[config.mk]
export PLATFORM = sky130hd
export DESIGN_NAME = lif_neuron_core_flat
export DESIGN_NICKNAME = d
export VERILOG_FILES = /design/src/rtl/lif_neuron_core_if.sv /design/src/rtl/lif_neuron_core.sv /design/src/flat_wrapper.sv
export SDC_FILE = /design/constraint.sdc
export NUM_CORES = 1
export LEC_CHECK = 0
export CORE_UTILIZATION = 60
export CTS_BUF_LIST = sky130_fd_sc_hd__clkbuf_8
export CTS_CLUSTER_SIZE = 14
export DETAILED_ROUTE_END_ITERATION = 12
export GPL_ROUTABILITY_DRIVEN = 0
export HOLD_SLACK_MARGIN = 0.1
export PLACE_DENSITY = 0.86
export SYNTH_ARGS = -nofsm -noshare
export SYNTH_HDL_FRONTEND = slang
export SYNTH_SLANG_ARGS = --single-unit
[constraint.sdc]
create_clock -name clock -period 6.4 [get_ports clock]
set_clock_uncertainty 0.15 [all_clocks]
set_input_delay 0.96 -clock clock [delete_from_list [all_inputs] [get_ports clock]]
set_output_delay 0.96 -clock clock [all_outputs]
set_load 0.02 [all_outputs]
[src/rtl/lif_neuron_core_if.sv]
// Bus between one LIF neuron, its stimulus/weight-store side and the STDP stage.
// Signal names match the legacy port list so existing hookups carry over unchanged.
interface lif_neuron_core_if #(
  parameter int N_SYN   = 16,
  parameter int W_WIDTH = 4,
  parameter int V_WIDTH = 10
);
  localparam int AW = $clog2(N_SYN);

  logic               step;
  logic [N_SYN-1:0]   pre_spike;
  logic [AW-1:0]      weight_addr;
  logic [W_WIDTH-1:0] weight_data;
  logic               post_spike;
  logic [V_WIDTH-1:0] membrane;
  logic               busy;
  logic               done;

  modport master (
    output step, pre_spike, weight_data,
    input  weight_addr, post_spike, membrane, busy, done
  );

  modport slave (
    input  step, pre_spike, weight_data,
    output weight_addr, post_spike, membrane, busy, done
  );
endinterface

[src/rtl/lif_neuron_core.sv]
// Leaky integrate-and-fire neuron: scans all synapses per timestep, integrates the
// weighted spike sum into a leaky saturating membrane, fires and enters refractory.
module lif_neuron_core #(
  parameter int N_SYN      = 16,
  parameter int W_WIDTH    = 4,
  parameter int V_WIDTH    = 10,
  parameter int THRESHOLD  = 64,
  parameter int LEAK_SHIFT = 3,
  parameter int REFRACT    = 2
) (
  input  logic              clock,
  input  logic              reset,
  lif_neuron_core_if.slave  bus
);
  localparam int AW    = $clog2(N_SYN);
  localparam int CW    = $clog2(N_SYN + 1);
  localparam int ACC_W = $clog2(N_SYN * ((1 << W_WIDTH) - 1) + 1);
  localparam int RW    = $clog2(REFRACT + 2);

  localparam logic [1:0] ST_IDLE    = 2'd0;
  localparam logic [1:0] ST_SCAN    = 2'd1;
  localparam logic [1:0] ST_LEAK    = 2'd2;
  localparam logic [1:0] ST_REFRACT = 2'd3;

  localparam logic [V_WIDTH:0] VMAX = {1'b0, {V_WIDTH{1'b1}}};
  localparam logic [V_WIDTH:0] THR  = (V_WIDTH + 1)'(THRESHOLD);

  logic [1:0]         state;
  logic [N_SYN-1:0]   preQ;
  logic [CW-1:0]      scanCnt;
  logic               validD;
  logic [AW-1:0]      idxD;
  logic [ACC_W-1:0]   acc;
  logic [RW-1:0]      refractCnt;
  logic [V_WIDTH-1:0] membraneQ;
  logic               postSpikeQ;
  logic               doneQ;

  logic               issuing;
  logic               scanLast;
  logic [V_WIDTH:0]   vSum;
  logic [V_WIDTH:0]   vNext;

  assign issuing  = (state == ST_SCAN) && (scanCnt < CW'(N_SYN));
  assign scanLast = (scanCnt == CW'(N_SYN));

  // Extra headroom bit keeps the worst case (full membrane plus full sum) from wrapping.
  always_comb begin
    vSum  = {1'b0, membraneQ} - ({1'b0, membraneQ} >> LEAK_SHIFT)
          + {{(V_WIDTH + 1 - ACC_W){1'b0}}, acc};
    vNext = vSum;
    if (vSum > VMAX) vNext = VMAX;
  end

  always_ff @(posedge clock or negedge reset) begin
    if (!reset) begin
      state      <= ST_IDLE;
      preQ       <= '0;
      scanCnt    <= '0;
      validD     <= 1'b0;
      idxD       <= '0;
      acc        <= '0;
      refractCnt <= '0;
      membraneQ  <= '0;
      postSpikeQ <= 1'b0;
      doneQ      <= 1'b0;
    end else begin
      doneQ      <= 1'b0;
      postSpikeQ <= 1'b0;
      case (state)
        ST_IDLE: begin
          validD <= 1'b0;
          if (bus.step) begin
            if (refractCnt != '0) begin
              state <= ST_REFRACT;
            end else begin
              preQ    <= bus.pre_spike;
              acc     <= '0;
              scanCnt <= '0;
              state   <= ST_SCAN;
            end
          end
        end
        ST_SCAN: begin
          // Weight store answers one cycle late, so the address index rides a one-stage pipe.
          validD <= issuing;
          idxD   <= scanCnt[AW-1:0];
          if (validD && preQ[idxD])
            acc <= acc + {{(ACC_W - W_WIDTH){1'b0}}, bus.weight_data};
          if (scanLast) state   <= ST_LEAK;
          else          scanCnt <= scanCnt + 1'b1;
        end
        ST_LEAK: begin
          doneQ <= 1'b1;
          if (vNext >= THR) begin
            membraneQ  <= '0;
            postSpikeQ <= 1'b1;
            refractCnt <= RW'(REFRACT);
          end else begin
            membraneQ <= vNext[V_WIDTH-1:0];
          end
          state <= ST_IDLE;
        end
        ST_REFRACT: begin
          refractCnt <= refractCnt - 1'b1;
          doneQ      <= 1'b1;
          state      <= ST_IDLE;
        end
        default: state <= ST_IDLE;
      endcase
    end
  end

  assign bus.weight_addr = issuing ? scanCnt[AW-1:0] : '0;
  assign bus.post_spike  = postSpikeQ;
  assign bus.membrane    = membraneQ;
  assign bus.busy        = (state != ST_IDLE);
  assign bus.done        = doneQ;
endmodule

[src/flat_wrapper.sv]
// flat-port wrapper written by rule: the top's interface ports become plain ports
module lif_neuron_core_flat 
#(
  parameter int N_SYN      = 16,
  parameter int W_WIDTH    = 4,
  parameter int V_WIDTH    = 10,
  parameter int THRESHOLD  = 64,
  parameter int LEAK_SHIFT = 3,
  parameter int REFRACT    = 2
)
  (clock, reset, bus_step, bus_pre_spike, bus_weight_data, bus_weight_addr, bus_post_spike, bus_membrane, bus_busy, bus_done);
  lif_neuron_core_if #(.N_SYN(N_SYN), .W_WIDTH(W_WIDTH), .V_WIDTH(V_WIDTH)) bus_i ();
  input  logic clock;
  input  logic reset;
  input wire logic [$bits(bus_i.step)-1:0] bus_step;
  input wire logic [$bits(bus_i.pre_spike)-1:0] bus_pre_spike;
  input wire logic [$bits(bus_i.weight_data)-1:0] bus_weight_data;
  output wire logic [$bits(bus_i.weight_addr)-1:0] bus_weight_addr;
  output wire logic [$bits(bus_i.post_spike)-1:0] bus_post_spike;
  output wire logic [$bits(bus_i.membrane)-1:0] bus_membrane;
  output wire logic [$bits(bus_i.busy)-1:0] bus_busy;
  output wire logic [$bits(bus_i.done)-1:0] bus_done;
  assign bus_i.step = bus_step;
  assign bus_i.pre_spike = bus_pre_spike;
  assign bus_i.weight_data = bus_weight_data;
  assign bus_weight_addr = bus_i.weight_addr;
  assign bus_post_spike = bus_i.post_spike;
  assign bus_membrane = bus_i.membrane;
  assign bus_busy = bus_i.busy;
  assign bus_done = bus_i.done;
  lif_neuron_core #(.N_SYN(N_SYN), .W_WIDTH(W_WIDTH), .V_WIDTH(V_WIDTH), .THRESHOLD(THRESHOLD), .LEAK_SHIFT(LEAK_SHIFT), .REFRACT(REFRACT)) u_core (.clock(clock), .reset(reset), .bus(bus_i));
endmodule
==> qor.yml <==
outcome:
  outcome: "finished, final reports clean"
layout:
  nets: 378
  drive_above_1_share_pct: 13.07
  area_growth_pct: 18.98
  n_antenna_cell: 0
timing:
  slew_viol_final: 0
  maxSlewHeadroom_pct: 38.14
  max_slew.worst_pin.slew_ps: 927.8
  finalCriticalPeriod_ps: 3528
  rsz0062_at_grt: "no"
  whs_ps: 364.9
  hold_viol_final: 0
  post-route-period-util_pct: 55.12
  setup_viol: 0
  tns_ps: 0
  max_freq_mhz: 283.5
floorplan:
  die_h_um: 72.70
  io_pins: 40
  start_util_pct: 63.08
  die-area_um2: 5285
  core-area_um2: 4755
  die_x_um: 72.70
  rows: 25
pwr:
  p_per_area_nw_per_um2: 516.6
  max-vdd-ir-drop_v: 0.0002710
  leakagePower_nw: 1.600
  p_total_mw: 1.843
clock_network:
  holdBufCountCts: 0
  cts_inserted_buffers: 5
  clock_latency_ps: 310
  clock-root-buffer: "clkbuf_8"
  htree_levels: 2
  clk_path_buf_depth: 2
  cts_sinks: 50
  cts_setup_buffers: 0
  clkTransAtPathRegs_ps: 90
  post_cts_resized: 0
  cts_tree: "done"
routing:
  detail-route-antenna-nets: 0
  via_per_inst: 5.674
  drt_iter0_markers: 90
  dr.pass1.iters: 4
  route.detailed.drc: 0
  finalWirelength_um: 5976
  routedWlPerCell_um: 15.09
  via_count: 2247
global_route:
  grt_pass1_vias: 2292
  grt_antenna_before_repair: 0
  grt_usage_pct: 25.71
  grt_overflow_total: 0
  grt_pass1_wl_um: 10240
  grt_max_degree: 51
setup_path:
  crit_required_ps: 5290
  setup.worst_path.class: "register to primary output"
  cp-start-kind: "register"
  crit_path_top_delay_cell: "clkdlybuf4s50_1"
  cp.arrival_ps: 2420
  endpoint_kind: "primary output"
  cpPeakStageDelay_ps: 600
  worst-path-max-fanout: 15
  worstPathCellList: "nand2b_1 -> nor2_1 -> and2_1 -> clkdlybuf4s50_1"
synthesis:
  synth-main-ff-cell: "dfrtp_1"
  synthArstFlopShare_pct: 100.0
  syn_avg_cell_area_um2: 10.41
  synth_cell_type_count: 51
  synth_enable_flop_cells: 0
  synth_nets: 338
  yosys_warnings: 0
  yosysSeqAreaShare_pct: 41.72
  synthCells: 288
  synth_area_um2: 2999
  postSynthRegisterBits: 50
place:
  portBuffers: 39
  dp.final_hpwl_um: 4361
run:
  maxCapViolations: 0
hold_path:
  worst_hold_path_type: "register to register"
placed cells by master (no fill, tap or decap), types with 3 or more instances in the layout:
cell type        instances
nor3_1                   6
nand4_1                  3
mux2_2                  20
ha_1                    19
dfrtp_1                 50
a21oi_1                 12
o21ai_0                  9
nor2_1                  17
a21o_1                   5
xnor2_1                  5
mux4_2                   3
clkdlybuf4s50_1         38
and2_1                   4
o31ai_1                 10
xor2_1                   6
nand3_1                  3
nand2_1                 21
clkbuf_8                 6
fa_1                     8
inv_1                   41
critical path, delay by kind of cell (launching register included):
family	cells	cell delay, ps
and+or+nand+nor	3	960
buffers and inverters	1	600
DFF	1	550
kinds of logic after synthesis:
logic type,synth area share (%)
adders and majority gates,13.27
muxes,10.43
buffers and inverters,6.508
xor gates and xnor gates,3.212
AOI/OAI and AO/OA,13.31
and+or+nand+nor,11.56
DFF,41.72
layer usage:
layer / GRT usage (%) / routed length (µm)
met1: 32.53 / 2661
met3: 5.249 / 223
met2: 43.09 / 2953
met4: 10.89 / 136
met5: 0 / 0
where the power goes:
| part | switching, mW | internal, mW | total, mW | leakage [nW] |
|---|---|---|---|---|
| sequential | 0.118 | 0.441 | 0.559 | 0.629 |
| clock | 0.108 | 0.129 | 0.236 | 0.0618 |
| combinational | 0.543 | 0.506 | 1.05 | 0.909 |
| total | 0.768 | 1.08 | 1.84 | 1.60 |
cell usage after synthesis, types with 3 or more instances:
master | number | area [µm²]
mux4_2 | 3 | 67.56
fa_1 | 8 | 160.2
xnor2_1 | 5 | 43.79
inv_1 | 41 | 153.9
nor2_1 | 17 | 63.81
mux2_2 | 20 | 225.2
a21o_1 | 5 | 37.54
ha_1 | 19 | 237.7
nand2_1 | 21 | 78.83
nand4_1 | 3 | 18.77
clkbuf_1 | 6 | 22.52
and2_1 | 4 | 25.02
dfrtp_1 | 50 | 1251
xor2_1 | 6 | 52.55
o31ai_1 | 10 | 75.07
nand3_1 | 3 | 15.01
a21oi_1 | 12 | 60.06
o21ai_0 | 9 | 45.04
nor3_1 | 7 | 35.03
registers in the layout, summed over array words and instances (netlist names):
signal / cells
u_core.validD: 1
u_core.preQ: 16
u_core.bus.membrane: 10
u_core.bus.done: 1
u_core.state: 2
u_core.scanCnt: 5
u_core.bus.post_spike: 1
u_core.acc: 8
u_core.refractCnt: 2
u_core.idxD: 4
through the flow:
stage               cell area (µm²)  instances  utilization [%]  setup slack (ps)
finish                         3568        396            75.05              2872
global route                   3568        396            75.05              2625
CTS                            3568        396            75.05              2861
detailed placement             3447        388            72.50              2892
global placement               3447        388            72.50              2978
floorplan                      2999        288                -              3059
area by class of cell:
class	instances	area, µm²
Clock buffer	6	82.58
Clock inverter	2	38.79
Fill cell	339	1186
Inverter	41	153.9
Multi-Input combinational cell	189	1558
Sequential cell	50	1251
Tap cell	67	83.83
Timing Repair Buffer	41	400.4
path summary, 6_finish.rpt:
| path | from | endpoint | slack (ps) | cells after the start |
|---|---|---|---|---|
| worst max register to register | u_core.bus.membrane[4] | u_core.refractCnt[1] | 2870 | 10 |
| min in group asynchronous | reset | u_core.preQ[8] | 600 | 2 |
| worst min-delay path | u_core.bus.membrane[5] | u_core.bus.membrane[5] | 360 | 2 |
| worst min register to register | u_core.bus.membrane[5] | u_core.bus.membrane[5] | 360 | 2 |
| max in group asynchronous | reset | u_core.bus.membrane[4] | 5080 | 2 |
| worst max-delay path | u_core.state[1] | bus_weight_addr[3] | 2870 | 4 |
Note: power is estimated with default switching activity, not from simulation.
